--- config.mk ---
export PLATFORM = sky130hd
export DESIGN_NAME = muldiv_wb_ctrl
export DESIGN_NICKNAME = d
export VERILOG_FILES = /design/src/rtl/muldiv_wb_ctrl.sv
export SDC_FILE = /design/constraint.sdc
export NUM_CORES = 1
export LEC_CHECK = 0
export ABC_AREA = 1
export BUFFER_PORTS_ARGS = -buffer_cell sky130_fd_sc_hd__clkbuf_2
export CAP_MARGIN = 5
export CORE_UTILIZATION = 40
export CTS_CLUSTER_SIZE = 16
export DETAILED_ROUTE_END_ITERATION = 7
export PLACE_DENSITY = 0.71
export SLEW_MARGIN = 25
export SYNTH_ARGS = -nofsm -noshare
export SYNTH_HDL_FRONTEND = slang
export SYNTH_SLANG_ARGS = --single-unit
--- constraint.sdc ---
create_clock -name clk -period 1.1 [get_ports clk]
set_input_delay 0.11 -clock clk [delete_from_list [all_inputs] [get_ports clk]]
set_output_delay 0.11 -clock clk [all_outputs]
set_load 0.01 [all_outputs]
--- src/rtl/muldiv_wb_ctrl.sv ---
// muldiv_wb_ctrl: mul/div sequencing, HI/LO write enables, decode stall and write-back mux select.
// Optional HILO_FWD_EN lets MFHI/MFLO bypass the final busy cycle via wb_sel 101/110.
module muldiv_wb_ctrl #(
    parameter int MUL_CYCLES = 4,
    parameter int DIV_CYCLES = 33,
    parameter int CNT_W      = 6
) (
    input  logic       clk,
    input  logic       rst,
    input  logic       id_valid,
    input  logic [2:0] id_md_op,
    input  logic [2:0] id_wb_src,
    input  logic       flush,
    output logic       stall,
    output logic       busy,
    output logic       md_start,
    output logic [1:0] md_op,
    output logic       md_cancel,
    output logic       hi_we,
    output logic       lo_we,
    output logic       hilo_wsel,
    output logic [2:0] wb_sel
);
    typedef enum logic {IDLE, BUSY} state_t;

    state_t             state_q, state_d;
    logic [CNT_W-1:0]   cnt_q, cnt_d;
    logic [1:0]         md_op_q, md_op_d;
    logic               start_q, start_d, cancel_q, cancel_d;
    logic               hi_we_q, hi_we_d, lo_we_q, lo_we_d, wsel_q, wsel_d;
    logic [2:0]         wb_sel_q, wb_sel_d;
    logic               is_md, is_div, is_mt, hilo_op, reads_hilo, fwd, accept, done, in_busy;

    always_comb begin
        in_busy    = state_q == BUSY;
        is_md      = id_md_op >= 3'd1 && id_md_op <= 3'd4;
        is_div     = id_md_op == 3'd3 || id_md_op == 3'd4;
        is_mt      = id_md_op == 3'd5 || id_md_op == 3'd6;
        hilo_op    = id_md_op >= 3'd1 && id_md_op <= 3'd6;
        reads_hilo = id_wb_src == 3'd2 || id_wb_src == 3'd3;
`ifdef HILO_FWD_EN
        // Last busy cycle: the unit result is ready, so a plain MFHI/MFLO can take it directly.
        fwd        = in_busy && cnt_q == '0 && !hilo_op && reads_hilo;
`else
        fwd        = 1'b0;
`endif
        stall      = id_valid && in_busy && (hilo_op || reads_hilo) && !fwd;
        accept     = id_valid && !stall && !flush;
        done       = in_busy && cnt_q == '0 && !flush;
    end

    always_ff @(posedge clk) begin
        if (rst) begin
            state_q  <= IDLE;
            cnt_q    <= '0;
            md_op_q  <= 2'b00;
            start_q  <= 1'b0;
            cancel_q <= 1'b0;
            hi_we_q  <= 1'b0;
            lo_we_q  <= 1'b0;
            wsel_q   <= 1'b0;
            wb_sel_q <= 3'b000;
        end else begin
            state_q  <= state_d;
            cnt_q    <= cnt_d;
            md_op_q  <= md_op_d;
            start_q  <= start_d;
            cancel_q <= cancel_d;
            hi_we_q  <= hi_we_d;
            lo_we_q  <= lo_we_d;
            wsel_q   <= wsel_d;
            wb_sel_q <= wb_sel_d;
        end
    end

    always_comb begin
        state_d = in_busy ? ((flush || cnt_q == '0) ? IDLE : BUSY)
                          : ((accept && is_md) ? BUSY : IDLE);
    end

    always_comb begin
        start_d  = !in_busy && accept && is_md;
        cancel_d = in_busy && flush;
        cnt_d    = start_d ? (is_div ? CNT_W'(DIV_CYCLES - 1) : CNT_W'(MUL_CYCLES - 1))
                 : (in_busy && cnt_q != '0) ? cnt_q - 1'b1 : cnt_q;
        md_op_d  = start_d ? 2'(id_md_op - 3'd1) : md_op_q;
        hi_we_d  = done || (accept && id_md_op == 3'd5);
        lo_we_d  = done || (accept && id_md_op == 3'd6);
        wsel_d   = accept && is_mt;
        wb_sel_d = !accept ? wb_sel_q
                 : fwd ? (id_wb_src[0] ? 3'b110 : 3'b101)
                 : (id_wb_src > 3'd4 ? 3'b000 : id_wb_src);
        busy      = in_busy;
        md_start  = start_q;
        md_op     = md_op_q;
        md_cancel = cancel_q;
        hi_we     = hi_we_q;
        lo_we     = lo_we_q;
        hilo_wsel = wsel_q;
        wb_sel    = wb_sel_q;
    end
endmodule

==> summary.txt, run 1 <==
GLOBAL ROUTING
-------------------------------------------------------------------------------------------------
Number of global-route vias before repair ..........................................          849
Total global-route track usage .....................................................       0.1781
GRT overflow .......................................................................            0
Wire length of the first global-routing pass .......................................      3387 µm
Maximum number of pins on one net before global-route repair .......................           10
Number of antenna violations at the first check in global routing ..................            0

POWER AND IR DROP
-------------------------------------------------------------------------------------------------
Net switching component of the power ...............................................  0.0004449 W
Largest vdd supply drop ............................................................  0.0006591 V
Cell Pwr Density ...................................................................  1049 nW/µm²
Power share of the clock group .....................................................        0.237
Cell-internal power ................................................................  0.0009805 W
Portion of total power attributed to sequential cells ..............................        0.469
Reported leakage power .............................................................    0.6735 nW
Switching Fraction .................................................................       0.3121
Combinational share of power .......................................................        0.293

CELLS AND AREA
-------------------------------------------------------------------------------------------------
Commonest cells after routing, fill and taps aside ................................. nand2_1, clkbuf_2, buf_4
Combined flip-flop and latch cell area .............................................    344.1 µm²
ANT cells ..........................................................................            0
# nets final .......................................................................          182
Share of layout cells above drive strength 1 .......................................       0.5422
Growth of design area from synthesis to finish .....................................       44.41%
Leading cell type in the layout, fill and taps excluded ............................      nand2_1
Fill cell count ....................................................................          203
Area used by multi-input combinational logic .......................................    624.3 µm²

CLOCK NETWORK
-------------------------------------------------------------------------------------------------
Max H-tree Level ...................................................................            1
Clk sinks ..........................................................................           17
Max Buffers Root-to-Sink ...........................................................            2
Clock tree from TritonCTS ..........................................................        built
Hold buffer count at CTS ...........................................................            0
Clock-pin transition on the worst setup and hold timing paths ......................      0.10 ns
Clock network latency to the later pin of the worst-skew pair ......................      0.29 ns
Clock root cell ....................................................................     clkbuf_4
TritonCTS buffer count .............................................................            3

YOSYS
-------------------------------------------------------------------------------------------------
Leading register cell type out of synthesis ........................................      dfxtp_1
Count of mapped cells out of synthesis .............................................          124
Post-Syn Area per Cell .............................................................    7.588 µm²
Number of distinct library cell variants in the gate-level netlist after synthesis .           27
Mapped Nets ........................................................................          139
Flip-flop and latch count after synthesis ..........................................           17
Post-synth EDFFs ...................................................................            0
Total number of yosys warnings .....................................................            0
Fraction of registers with async set or reset after synthesis ......................            0
Post-synthesis instance area .......................................................    940.9 µm²
Sequential-to-total area share from yosys stat .....................................       0.3617

FLOORPLANNING
-------------------------------------------------------------------------------------------------
Die height .........................................................................     50.50 µm
Core region area ...................................................................     2212 µm²
I/O pin count ......................................................................           22
Initial standard-cell utilization of the core ......................................       0.4253
Die area ...........................................................................     2550 µm²
FP Rows ............................................................................           17
Chip Width .........................................................................     50.50 µm

DETAILED ROUTING
-------------------------------------------------------------------------------------------------
Average wire per cell in the routed design .........................................     10.56 µm
Remaining number of nets flagged by the antenna check after routing ................            0
Remaining DRCs .....................................................................            0
Via density per instance ...........................................................        4.747
Vias post-DR .......................................................................          921
First-pass DRT Iterations ..........................................................            4
Number of violations reported at the end of detailed-routing iteration 0 ...........           10
Routed wire length .................................................................      2048 µm

TIMING
-------------------------------------------------------------------------------------------------
Worst slack on hold paths ..........................................................   0.04579 ns
Slew @ Worst Pin ...................................................................    0.4087 ns
Slew HR ............................................................................       0.7265
Period minus WS final ..............................................................     1.215 ns
Final TNS setup ....................................................................   -0.5962 ns
PnR worst setup slack ..............................................................   -0.1150 ns
Ratio of final minimum period to clock period ......................................        1.105
Endpoints failing setup ............................................................           11
Maximum clock frequency ............................................................    823.1 MHz
Setup repair after global routing missed its margin ................................         true
Count of final hold-check violations ...............................................            0
Number of max-slew violations in the final report ..................................            0
Clock skew after layout ............................................................  0.001170 ns

SETUP PATH
-------------------------------------------------------------------------------------------------
Startpoint class of the critical path ..............................................         flop
Required @ worst endpoint ..........................................................      1.29 ns
Stage delay of the slowest cell on the critical path ...............................      0.35 ns
Capturing element type of the critical path ........................................         flop
Biggest fanout along the worst timing path .........................................            4
Data arrival at the endpoint of the critical path ..................................      1.41 ns
Type of the setup path with the least slack ........................................ flop to flop
Series of cell instances along the critical path ................................... inv_4, ha_4, nand3_4, nand2_2, inv_2, nand2_1, xor2_1, nor2_1
Cell with the biggest individual delay on the critical path ........................      dfxtp_2

PLACE
-------------------------------------------------------------------------------------------------
Gp weighted congestion .............................................................       0.8857
Port Buf Inserts ...................................................................           21
Total half-perimeter wirelength after legalization and detailed placement ..........      1548 µm

FLOW RUN
-------------------------------------------------------------------------------------------------
Max-capacitance violation count ....................................................            0

RUN STATUS
-------------------------------------------------------------------------------------------------
Status ............................................................................. finished, violations left
Failing checks ..................................................................... negative setup slack

HOLD PATH
-------------------------------------------------------------------------------------------------
Type of the worst min-delay path ................................................... input port to flop

## cell usage after synthesis, types with 2 or more instances
| cell type | number | area share |
|---|---|---|
| xor2_1 | 2 | 0.019 |
| nand3b_1 | 2 | 0.016 |
| nand3_2 | 2 | 0.021 |
| o21ai_1 | 3 | 0.016 |
| ha_1 | 5 | 0.066 |
| dfxtp_1 | 17 | 0.36 |
| inv_2 | 3 | 0.012 |
| inv_1 | 14 | 0.056 |
| nor2_1 | 12 | 0.048 |
| nand3_1 | 7 | 0.037 |
| nand2_2 | 4 | 0.027 |
| nor2_8 | 2 | 0.043 |
| a21oi_1 | 9 | 0.048 |
| nand2_1 | 29 | 0.12 |
## final timing paths
check / start / end / slack (ns) / depth (start not counted)
worst min-delay path: id_md_op[0] / md_op[0]$_SDFFE_PP0P_ / 0.05 / 2
worst min register to register: md_op[0]$_SDFFE_PP0P_ / md_op[0]$_SDFFE_PP0P_ / 0.47 / 2
worst max-delay path: cnt_q[0]$_SDFFE_PP0P_ / cnt_q[2]$_SDFFE_PP0P_ / -0.11 / 8
worst max register to register: cnt_q[0]$_SDFFE_PP0P_ / cnt_q[2]$_SDFFE_PP0P_ / -0.11 / 8
## power by group through the flow
stage	clock network (W)	logic (W)	registers, W
6_report	0.000338	0.000418	0.000669
5_1_grt	0.000375	0.000466	0.000673
4_1_cts	0.000357	0.000372	0.000665
3_5_place_dp	0	0.000361	0.000678
3_3_place_gp	0	0.000355	0.000676
2_1_floorplan	0	0.000224	0.000688
## worst max-delay path, delay by kind of cell, from the launching register on
family                   cells  cell delay (ns)
flip-flops                   1             0.35
AND/OR/NAND/NOR              4             0.33
XOR/XNOR                     1             0.16
buffers and inverters        2             0.13
adder cells (fa/ha/maj)      1             0.13
## sequential cells by signal (all words and copies together) (netlist names)
signal	flops
hilo_wsel	1
md_cancel	1
hi_we	1
lo_we	1
busy	1
cnt_q	6
md_start	1
wb_sel	3
md_op	2
## per-stage QoR
| step | power [W] | utilization | instances | setup WS [ns] | cell area (µm²) |
|---|---|---|---|---|---|
| floorplan | 0.0009122 | - | 124 | -0.04712 | 967.2 |
| detailed placement | 0.001039 | 0.5492 | 187 | -0.2002 | 1215 |
| finish | 0.001425 | 0.6143 | 194 | -0.1150 | 1359 |
| CTS | 0.001394 | 0.5730 | 193 | -0.1355 | 1267 |
| global placement | 0.001031 | 0.5492 | 187 | -0.1846 | 1215 |
| global route | 0.001514 | 0.6143 | 194 | -0.1747 | 1359 |
## metal layers
metal | share of wire | vias up | global-route usage
li1 | - | 480 | -
met1 | 0.43 | 416 | 0.2093
met2 | 0.51 | 21 | 0.2933
met3 | 0.037 | 4 | 0.03333
met4 | 0.018 | 0 | 0.1157
met5 | 0 | - | 0
## timing repair
| action | CTS | global route |
|---|---|---|
| setup endpoints to repair | 12 | 17 |
| pin swaps | 2 | 2 |
| resized for setup | 7 | 26 |
| setup buffers | 2 | 1 |
## kinds of logic after synthesis
group | Yosys count | share of synthesized area
buffers and inverters | 19 | 0.07712
AO/OA/AOI/OAI | 16 | 0.1011
flip-flops | 17 | 0.3617
adder cells (fa/ha/maj) | 5 | 0.06649
AND/OR/NAND/NOR | 65 | 0.3750
XOR/XNOR | 2 | 0.01862
## cell type report
class / count / area share
Tap cell: 28 / 0.02578
Sequential cell: 17 / 0.2532
Clock buffer: 4 / 0.01934
Inverter: 18 / 0.05249
Multi-Input combinational cell: 88 / 0.4595
Timing Repair Buffer: 39 / 0.1897
Power figures use the tool's default switching activity.
==> inputs of run 2 (changes only) <==
--- a/config.mk
+++ b/config.mk
@@ -5,7 +5,6 @@
 export SDC_FILE = /design/constraint.sdc
 export NUM_CORES = 1
 export LEC_CHECK = 0
-export ABC_AREA = 1
 export BUFFER_PORTS_ARGS = -buffer_cell sky130_fd_sc_hd__clkbuf_2
 export CAP_MARGIN = 5
 export CORE_UTILIZATION = 40
==> run 2 against run 1 <==
  * The run still ends with negative setup slack left
  * Via count is 6.0% higher
  * Clock skew is 0.0021 ns higher
  * Final cell count is 5.2% lower
  * Highest routed layer unchanged
  * Wire length is 48% higher
  * Power is 4.6% higher
  * Worst hold slack better by 0.058 ns
  * Critical path depth is 3 lower
  * Largest power group unchanged
  * Critical endpoint is now hi_we$_SDFF_PP0_
  * First-iteration DRC count is 100% higher
  * Sequential power is 0.7% lower
==> summary.txt, run 2 <==
SETUP PATH
-------------------------------------------------------------------------------------------------
Crit. path cell count ..............................................................            5   was 8
End point of the critical path ..................................................... hi_we$_SDFF_PP0_   was cnt_q[2]$_SDFFE_PP0P_
Buffers plus inverters on the worst setup path .....................................            1   was 2
Series of cell instances along the critical path ................................... or3_4, buf_4, nor2_4, nand3_2, o22ai_2   was inv_4, ha_4, nand3_4, nand2_2, inv_2, nand2_1, xor2_1, nor2_1
Kind of cell adding the most delay to the critical path ............................ simple AND/OR/NAND/NOR gates   was flip-flops
Required @ worst endpoint ..........................................................      1.34 ns   was 1.29 ns
Startpoint class of the critical path ..............................................         flop   unchanged
Destination of the worst register-to-register timing path .......................... hi_we$_SDFF_PP0_   was cnt_q[2]$_SDFFE_PP0P_
Reg2reg start ...................................................................... cnt_q[4]$_SDFFE_PP0P_   was cnt_q[0]$_SDFFE_PP0P_
Biggest fanout along the worst timing path .........................................            4   unchanged
Capturing element type of the critical path ........................................         flop   unchanged
Minimum setup slack among reg-to-reg paths .........................................     -0.35 ns   was -0.11 ns
Stage delay of the slowest cell on the critical path ...............................      0.41 ns   was 0.35 ns
Cell depth of the worst flop-to-flop path ..........................................            5   was 8
Critical path startpoint ........................................................... cnt_q[4]$_SDFFE_PP0P_   was cnt_q[0]$_SDFFE_PP0P_
Data arrival at the endpoint of the critical path ..................................      1.69 ns   was 1.41 ns
Cell with the biggest individual delay on the critical path ........................        or3_4   was dfxtp_2
Type of the setup path with the least slack ........................................ flop to flop   unchanged

TIMING
-------------------------------------------------------------------------------------------------
Ratio of final minimum period to clock period ......................................        1.318   was 1.105
Period minus WS final ..............................................................     1.450 ns   was 1.215 ns
Count of final hold-check violations ...............................................            0   unchanged
Slew @ Worst Pin ...................................................................    0.3264 ns   was 0.4087 ns
Endpoints failing setup ............................................................           16   was 11
Clock skew after layout ............................................................  0.003273 ns   was 0.001170 ns
Slew HR ............................................................................       0.7806   was 0.7265
Number of max-slew violations in the final report ..................................            0   unchanged
Setup repair after global routing missed its margin ................................         true   unchanged
Final TNS setup ....................................................................    -3.434 ns   was -0.5962 ns
PnR worst setup slack ..............................................................   -0.3499 ns   was -0.1150 ns
Maximum clock frequency ............................................................    689.7 MHz   was 823.1 MHz

YOSYS
-------------------------------------------------------------------------------------------------
Post-synthesis instance area .......................................................    899.6 µm²   was 940.9 µm²
Cell types with the largest area share after synthesis ............................. dfxtp_1, ha_1, nor2_1   was dfxtp_1, nand2_1, ha_1
Sequential-to-total area share from yosys stat .....................................       0.3783   was 0.3617
Fraction of the mapped netlist area in adder cells .................................      0.06954   was 0.06649
Mapped Nets ........................................................................          113   was 139
Count of mapped cells out of synthesis .............................................           98   was 124
Post-synth top area share ..........................................................       0.3783   was 0.3617
Mux contribution to synthesized area ...............................................      0.04729   was 0
Leading register cell type out of synthesis ........................................      dfxtp_1   unchanged
Number of distinct library cell variants in the gate-level netlist after synthesis .           36   was 27
Combinational family with the most area after synthesis ............................ simple AND/OR/NAND/NOR gates   unchanged
Most numerous cell in the Yosys netlist ............................................      dfxtp_1   was nand2_1
Fraction of registers with async set or reset after synthesis ......................            0   unchanged
Post-Synth Simple-Gate Area ........................................................       0.2809   was 0.3750
Commonest cells in the netlist ..................................................... dfxtp_1, nor2_1, inv_1   was nand2_1, dfxtp_1, inv_1
Flip-flop and latch count after synthesis ..........................................           17   unchanged
Library cell with the largest summed area after synthesis ..........................      dfxtp_1   unchanged
Post-Syn Area per Cell .............................................................    9.180 µm²   was 7.588 µm²
Xor/xnor share of the synthesized area .............................................     0.009736   was 0.01862
Total number of yosys warnings .....................................................            0   unchanged
Post-synth EDFFs ...................................................................            0   unchanged
Synth Area in Compound Gates .......................................................       0.1586   was 0.1011

GLOBAL ROUTING
-------------------------------------------------------------------------------------------------
Number of global-route vias before repair ..........................................          931   was 849
GRT overflow .......................................................................            0   unchanged
Wire length of the first global-routing pass .......................................      4043 µm   was 3387 µm
Number of antenna violations at the first check in global routing ..................            0   unchanged
Maximum number of pins on one net before global-route repair .......................           11   was 10
Total global-route track usage .....................................................       0.2201   was 0.1781

CELLS AND AREA
-------------------------------------------------------------------------------------------------
Share of layout cells above drive strength 1 .......................................       0.6688   was 0.5422
Register with the most flip-flops ..................................................        cnt_q   unchanged
Commonest cells after routing, fill and taps aside ................................. buf_4, clkbuf_2, dfxtp_1   was nand2_1, clkbuf_2, buf_4
Leading cell type in the layout, fill and taps excluded ............................        buf_4   was nand2_1
Fill cell count ....................................................................          123   was 203
Final instance area ................................................................     1578 µm²   was 1359 µm²
Flip-flop count of the largest register, all copies and words added ................            6   unchanged
Growth of design area from synthesis to finish .....................................       75.38%   was 44.41%
# nets final .......................................................................          173   was 182
ANT cells ..........................................................................            0   unchanged

FLOORPLANNING
-------------------------------------------------------------------------------------------------
Chip Width .........................................................................     49.43 µm   was 50.50 µm
Die area ...........................................................................     2443 µm²   was 2550 µm²
FP Rows ............................................................................           16   was 17
Initial standard-cell utilization of the core ......................................       0.4406   was 0.4253
Core region area ...................................................................     2042 µm²   was 2212 µm²
Die height .........................................................................     49.43 µm   was 50.50 µm
I/O pin count ......................................................................           22   unchanged

POWER AND IR DROP
-------------------------------------------------------------------------------------------------
Final Power ........................................................................   0.001491 W   was 0.001425 W
Largest vdd supply drop ............................................................  0.0007394 V   was 0.0006591 V
Cell Pwr Density ................................................................... 945.0 nW/µm²   was 1049 nW/µm²
Reported leakage power .............................................................    0.6904 nW   was 0.6735 nW

PLACE
-------------------------------------------------------------------------------------------------
Gp weighted congestion .............................................................       0.8763   was 0.8857
Total half-perimeter wirelength after legalization and detailed placement ..........      1771 µm   was 1548 µm
Post-Place Worst Slack .............................................................   -0.3628 ns   was -0.2002 ns
Port Buf Inserts ...................................................................           21   unchanged
Post-Place Cell Area ...............................................................     1281 µm²   was 1215 µm²

DETAILED ROUTING
-------------------------------------------------------------------------------------------------
Met1 Routed Length .................................................................      1320 µm   was 888 µm
Met3 WL ............................................................................       153 µm   was 76 µm
Remaining number of nets flagged by the antenna check after routing ................            0   unchanged
Average wire per cell in the routed design .........................................     16.49 µm   was 10.56 µm
Via density per instance ...........................................................        5.304   was 4.747
Remaining DRCs .....................................................................            0   unchanged
Top metal layer carrying routed signals ............................................         met4   unchanged
First-pass DRT Iterations ..........................................................            4   unchanged
Number of violations reported at the end of detailed-routing iteration 0 ...........           20   was 10
Vias post-DR .......................................................................          976   was 921
Metal2 WL ..........................................................................      1521 µm   was 1045 µm
Routed wire length .................................................................      3034 µm   was 2048 µm

FLOW RUN
-------------------------------------------------------------------------------------------------
Max-capacitance violation count ....................................................            0   unchanged

CLOCK NETWORK
-------------------------------------------------------------------------------------------------
TritonCTS buffer count .............................................................            3   unchanged
Clock network latency to the later pin of the worst-skew pair ......................      0.30 ns   was 0.29 ns
Clock tree from TritonCTS ..........................................................        built   unchanged
Max H-tree Level ...................................................................            1   unchanged
Clock root cell ....................................................................     clkbuf_4   unchanged
Hold buffer count at CTS ...........................................................            0   unchanged
Max Buffers Root-to-Sink ...........................................................            2   unchanged
Clk sinks ..........................................................................           17   unchanged
Clock-pin transition on the worst setup and hold timing paths ......................      0.11 ns   was 0.10 ns

HOLD PATH
-------------------------------------------------------------------------------------------------
Type of the worst min-delay path ................................................... input port to flop   unchanged

RUN STATUS
-------------------------------------------------------------------------------------------------
Failing checks ..................................................................... negative setup slack   unchanged
Status ............................................................................. finished, violations left   unchanged

==> run 2: cell types whose count changed in the layout (fill, tap and decap cells not counted), moves of 4 or more <==
cell     before  now
nand2_1      22    3
inv_1         9    5
inv_2         7    1
buf_6         4   11
nor2_4        0    4
buf_4        15   28
nor2_1        8    4
nand2_2       9    2
==> run 2: cells by family after synthesis <==
logic type      count (synthesis)
compound gates                 21
xor+xnor                        1
fa+ha+maj                       5
buf+inv                        11
flops                          17
mux                             4
simple gates                   39
==> run 2: through the flow <==
stage,hold slack [ns],instances,utilization
6_report,0.1040,184,0.7727
5_1_grt,0.09621,184,0.7727
4_1_cts,0.1013,176,0.6752
3_5_place_dp,0.4242,170,0.6275
3_3_place_gp,0.4083,170,0.6275
2_1_floorplan,0.2046,98,-
==> run 2: worst register-to-register path, cell delays in order, from the launching register on <==
cell     delay (ns)
dfxtp_1        0.35
or3_4          0.41
buf_4          0.17
nor2_4         0.16
nand3_2        0.12
o22ai_2        0.18
==> run 2: routing by layer <==
| metal | global-route usage | vias up |
|---|---|---|
| met5 | 0 | - |
| met2 | 0.3676 | 42 |
| met1 | 0.2703 | 456 |
| met3 | 0.06231 | 6 |
| li1 | - | 472 |
| met4 | 0.07143 | 0 |
==> run 2: layout make-up <==
cell class,instances,area [µm²],area share
clock inverter,1,5.005,0.003172
clock buffer,3,22.52,0.01427
inverter,8,35.03,0.02220
multi-input combinational,70,699.4,0.4433
tap,27,33.78,0.02141
sequential,17,352.8,0.2236
timing repair buffer,58,429.2,0.2720
==> run 2: power by group <==
group | internal [W] | switching, W
Sequential | 0.000640 | 0.0000238
Combinational | 0.000240 | 0.000232
Clock | 0.000136 | 0.000219
Total | 0.00102 | 0.000476
==> run 2: worst min path at each step <==
stage               depth (start not counted)                      to         start  slack, ns
finish                                      4  wb_sel[0]$_SDFFE_PP0P_  id_wb_src[2]       0.10
global route                                4  wb_sel[0]$_SDFFE_PP0P_  id_wb_src[2]        0.1
CTS                                         4  wb_sel[0]$_SDFFE_PP0P_  id_wb_src[2]       0.10
detailed placement                          4  wb_sel[2]$_SDFFE_PP0P_  id_wb_src[0]       0.42
global placement                            4  wb_sel[2]$_SDFFE_PP0P_  id_wb_src[0]       0.41
floorplan                                   1   md_op[0]$_SDFFE_PP0P_   id_md_op[0]       0.20
==> run 2: what timing repair did <==
action | CTS | global route
buffers inserted | 3 | 9
endpoints found under the setup margin | 18 | 18
gates resized for setup | 14 | 35
hold endpoints to repair | 0 | 0
pin swaps | 5 | 12
==> inputs of run 3 (changes only) <==
--- a/config.mk
+++ b/config.mk
@@ -10,7 +10,8 @@
 export CORE_UTILIZATION = 40
 export CTS_CLUSTER_SIZE = 16
 export DETAILED_ROUTE_END_ITERATION = 7
-export PLACE_DENSITY = 0.71
+export PLACE_DENSITY = 0.68
+export SETUP_SLACK_MARGIN = 0.4
 export SLEW_MARGIN = 25
 export SYNTH_ARGS = -nofsm -noshare
 export SYNTH_HDL_FRONTEND = slang
==> run 3 against run 2 <==
  * First-iteration DRC count increased by 60%
  * Register-to-register slack got worse by 0.10 ns
  * Die area did not move
  * Critical path type unchanged
  * Critical path depth is 1 lower
  * The run still ends with negative setup slack left
  * Sequential cell count unchanged
  * Fmax down 6.7%
  * Sequential share of layout area decreased by 1.2 points
  * Critical endpoint is now cnt_q[5]$_SDFFE_PP0P_
==> summary.txt, run 3 (synthesis gave the netlist of run 2 again) <==
CELLS AND AREA
----------------------------------------------------------------------------------------
Share of layout cells above drive strength 1 ..............................       0.7296   was 0.6688
Commonest cells after routing, fill and taps aside ........................ buf_4, buf_6, dfxtp_2   was buf_4, clkbuf_2, dfxtp_1
Utilization of the core after routing .....................................       0.8388   was 0.7727
Flip-flop count of the largest register, all copies and words added .......            6   unchanged
Final instance area .......................................................     1713 µm²   was 1578 µm²
# nets final ..............................................................          175   was 173
Growth of design area from synthesis to finish ............................       90.40%   was 75.38%
Register with the most flip-flops .........................................        cnt_q   unchanged
ANT cells .................................................................            0   unchanged
Leading cell type in the layout, fill and taps excluded ...................        buf_4   unchanged

DETAILED ROUTING
----------------------------------------------------------------------------------------
Via density per instance ..................................................        5.645   was 5.304
Average wire per cell in the routed design ................................     18.04 µm   was 16.49 µm
Number of violations reported at the end of detailed-routing iteration 0 ..           32   was 20
Remaining number of nets flagged by the antenna check after routing .......            0   unchanged
Vias post-DR ..............................................................         1050   was 976
Routed wire length ........................................................      3355 µm   was 3034 µm
Remaining DRCs ............................................................            0   unchanged
First-pass DRT Iterations .................................................            4   unchanged

CLOCK NETWORK
----------------------------------------------------------------------------------------
Max Buffers Root-to-Sink ..................................................            2   unchanged
Clock root cell ...........................................................     clkbuf_4   unchanged
Hold buffer count at CTS ..................................................            0   unchanged
Max H-tree Level ..........................................................            1   unchanged
Clk sinks .................................................................           17   unchanged
TritonCTS buffer count ....................................................            3   unchanged
Clock network latency to the later pin of the worst-skew pair .............      0.30 ns   about the same
Clock-pin transition on the worst setup and hold timing paths .............      0.11 ns   about the same
Clock tree from TritonCTS .................................................        built   unchanged

GLOBAL ROUTING
----------------------------------------------------------------------------------------
Wire length of the first global-routing pass ..............................      4008 µm   was 4043 µm
Maximum number of pins on one net before global-route repair ..............           11   unchanged
GRT overflow ..............................................................            0   unchanged
Number of global-route vias before repair .................................          895   was 931
Total global-route track usage ............................................       0.2195   was 0.2201
Number of antenna violations at the first check in global routing .........            0   unchanged

POWER AND IR DROP
----------------------------------------------------------------------------------------
Cell-internal power .......................................................   0.001056 W   was 0.001015 W
Combinational share of power ..............................................        0.338   was 0.317
Power share of the clock group ............................................        0.235   was 0.238
Switching Fraction ........................................................       0.3226   was 0.3190
Cell Pwr Density .......................................................... 910.1 nW/µm²   was 945.0 nW/µm²
Reported leakage power ....................................................    0.7305 nW   was 0.6904 nW
Net switching component of the power ......................................  0.0005029 W   was 0.0004756 W
Final Power ...............................................................   0.001559 W   was 0.001491 W
Largest vdd supply drop ...................................................  0.0007014 V   was 0.0007394 V
Portion of total power attributed to sequential cells .....................        0.427   was 0.445

SETUP PATH
----------------------------------------------------------------------------------------
Cell depth of the worst flop-to-flop path .................................            4   was 5
Buffers plus inverters on the worst setup path ............................            0   was 1
Kind of cell adding the most delay to the critical path ................... simple AND/OR/NAND/NOR gates   unchanged
Type of the setup path with the least slack ............................... flop to flop   unchanged
Capturing element type of the critical path ...............................         flop   unchanged
Crit. path cell count .....................................................            4   was 5
Minimum setup slack among reg-to-reg paths ................................     -0.45 ns   was -0.35 ns
Startpoint class of the critical path .....................................         flop   unchanged
Stage delay of the slowest cell on the critical path ......................      0.43 ns   was 0.41 ns
Required @ worst endpoint .................................................      1.29 ns   was 1.34 ns
Cell with the biggest individual delay on the critical path ...............        or3_4   unchanged
Data arrival at the endpoint of the critical path .........................      1.75 ns   was 1.69 ns
Series of cell instances along the critical path .......................... or3_4, nor4b_4, mux2i_1, a21oi_2   was or3_4, buf_4, nor2_4, nand3_2, o22ai_2
Biggest fanout along the worst timing path ................................            3   was 4

TIMING
----------------------------------------------------------------------------------------
Slew HR ...................................................................       0.7484   was 0.7806
Ratio of final minimum period to clock period .............................        1.413   was 1.318
Number of max-slew violations in the final report .........................            0   unchanged
Clock skew after layout ................................................... 0.0009869 ns   was 0.003273 ns
Slew @ Worst Pin ..........................................................    0.3722 ns   was 0.3264 ns
Setup repair after global routing missed its margin .......................         true   unchanged
Period minus WS final .....................................................     1.554 ns   was 1.450 ns
Maximum clock frequency ...................................................    643.6 MHz   was 689.7 MHz
PnR worst setup slack .....................................................   -0.4539 ns   was -0.3499 ns
Endpoints failing setup ...................................................           17   was 16
Count of final hold-check violations ......................................            0   unchanged
Worst slack on hold paths .................................................   0.09534 ns   was 0.1040 ns
Final TNS setup ...........................................................    -5.057 ns   was -3.434 ns

FLOORPLANNING
----------------------------------------------------------------------------------------
Core region area ..........................................................     2042 µm²   unchanged
FP Rows ...................................................................           16   unchanged
Die area ..................................................................     2443 µm²   unchanged
Chip Width ................................................................     49.43 µm   unchanged
I/O pin count .............................................................           22   unchanged
Initial standard-cell utilization of the core .............................       0.4406   unchanged
Die height ................................................................     49.43 µm   unchanged

PLACE
----------------------------------------------------------------------------------------
Port Buf Inserts ..........................................................           21   unchanged
Post-Place Cell Area ......................................................     1304 µm²   was 1281 µm²
Total half-perimeter wirelength after legalization and detailed placement .      1853 µm   was 1771 µm
Gp weighted congestion ....................................................       0.7737   was 0.8763

RUN STATUS
----------------------------------------------------------------------------------------
Failing checks ............................................................ negative setup slack   unchanged
Status .................................................................... finished, violations left   unchanged

FLOW RUN
----------------------------------------------------------------------------------------
Max-capacitance violation count ...........................................            0   unchanged

HOLD PATH
----------------------------------------------------------------------------------------
Type of the worst min-delay path .......................................... input port to flop   unchanged
Hold path cells ...........................................................            2   was 4

[run 3: cell count changes in the layout (fill, tap and decap cells not counted), moves of 2 or more]
cell / change
clkbuf_2: -11
buf_6: +9
dfxtp_1: -8
dfxtp_2: +8
buf_2: +3
o21ai_0: -2
[run 3: area by class of cell]
| cell class | instances | area (µm²) |
|---|---|---|
| tap | 27 | 33.78 |
| clock buffer | 4 | 26.28 |
| sequential | 17 | 362.8 |
| inverter | 8 | 47.55 |
| fill | 105 | 329.1 |
| multi-input combinational | 70 | 732.0 |
| timing repair buffer | 60 | 510.5 |
[run 3: worst paths after layout]
path | start | end
max | cnt_q[4]$_SDFFE_PP0P_ | cnt_q[5]$_SDFFE_PP0P_
max reg2reg | cnt_q[4]$_SDFFE_PP0P_ | cnt_q[5]$_SDFFE_PP0P_
min reg2reg | md_op[1]$_SDFFE_PP0P_ | md_op[1]$_SDFFE_PP0P_
min | id_md_op[0] | md_op[0]$_SDFFE_PP0P_
[run 3: per-layer routing]
layer,global-route usage,part of all wire,up-vias
met3,0.02181,0.054,14
met4,0.1333,0.034,0
met5,0,0,-
li1,-,-,479
met2,0.3584,0.52,57
met1,0.2767,0.39,500
[run 3: worst register-to-register path: stages (launching register included)]
cell and delay [ns]:
dfxtp_2 0.34, or3_4 0.43, nor4b_4 0.28, mux2i_1 0.31, a21oi_2 0.10
[run 3: repair_timing]
item                       CTS  global route
setup buffers                4             8
gates resized for setup     31            46
setup endpoints to repair   29            29
pin swaps                    5            16
hold endpoints to repair     0             0
[run 3: power by group through the flow]
stage	Combinational (W)	Sequential, W	Clock, W
after floorplan	0.000192	0.000681	0
after global placement	0.000342	0.000673	0
after detailed placement	0.000354	0.000675	0
after CTS	0.000417	0.000662	0.000357
after global routing	0.000553	0.000669	0.000393
final	0.000526	0.000666	0.000366
[run 3: stage by stage]
step / setup slack (ns) / cells
floorplan: -0.2970 / 98
global placement: -0.3399 / 170
detailed placement: -0.3813 / 170
CTS: -0.3831 / 178
global route: -0.5176 / 186
finish: -0.4539 / 186
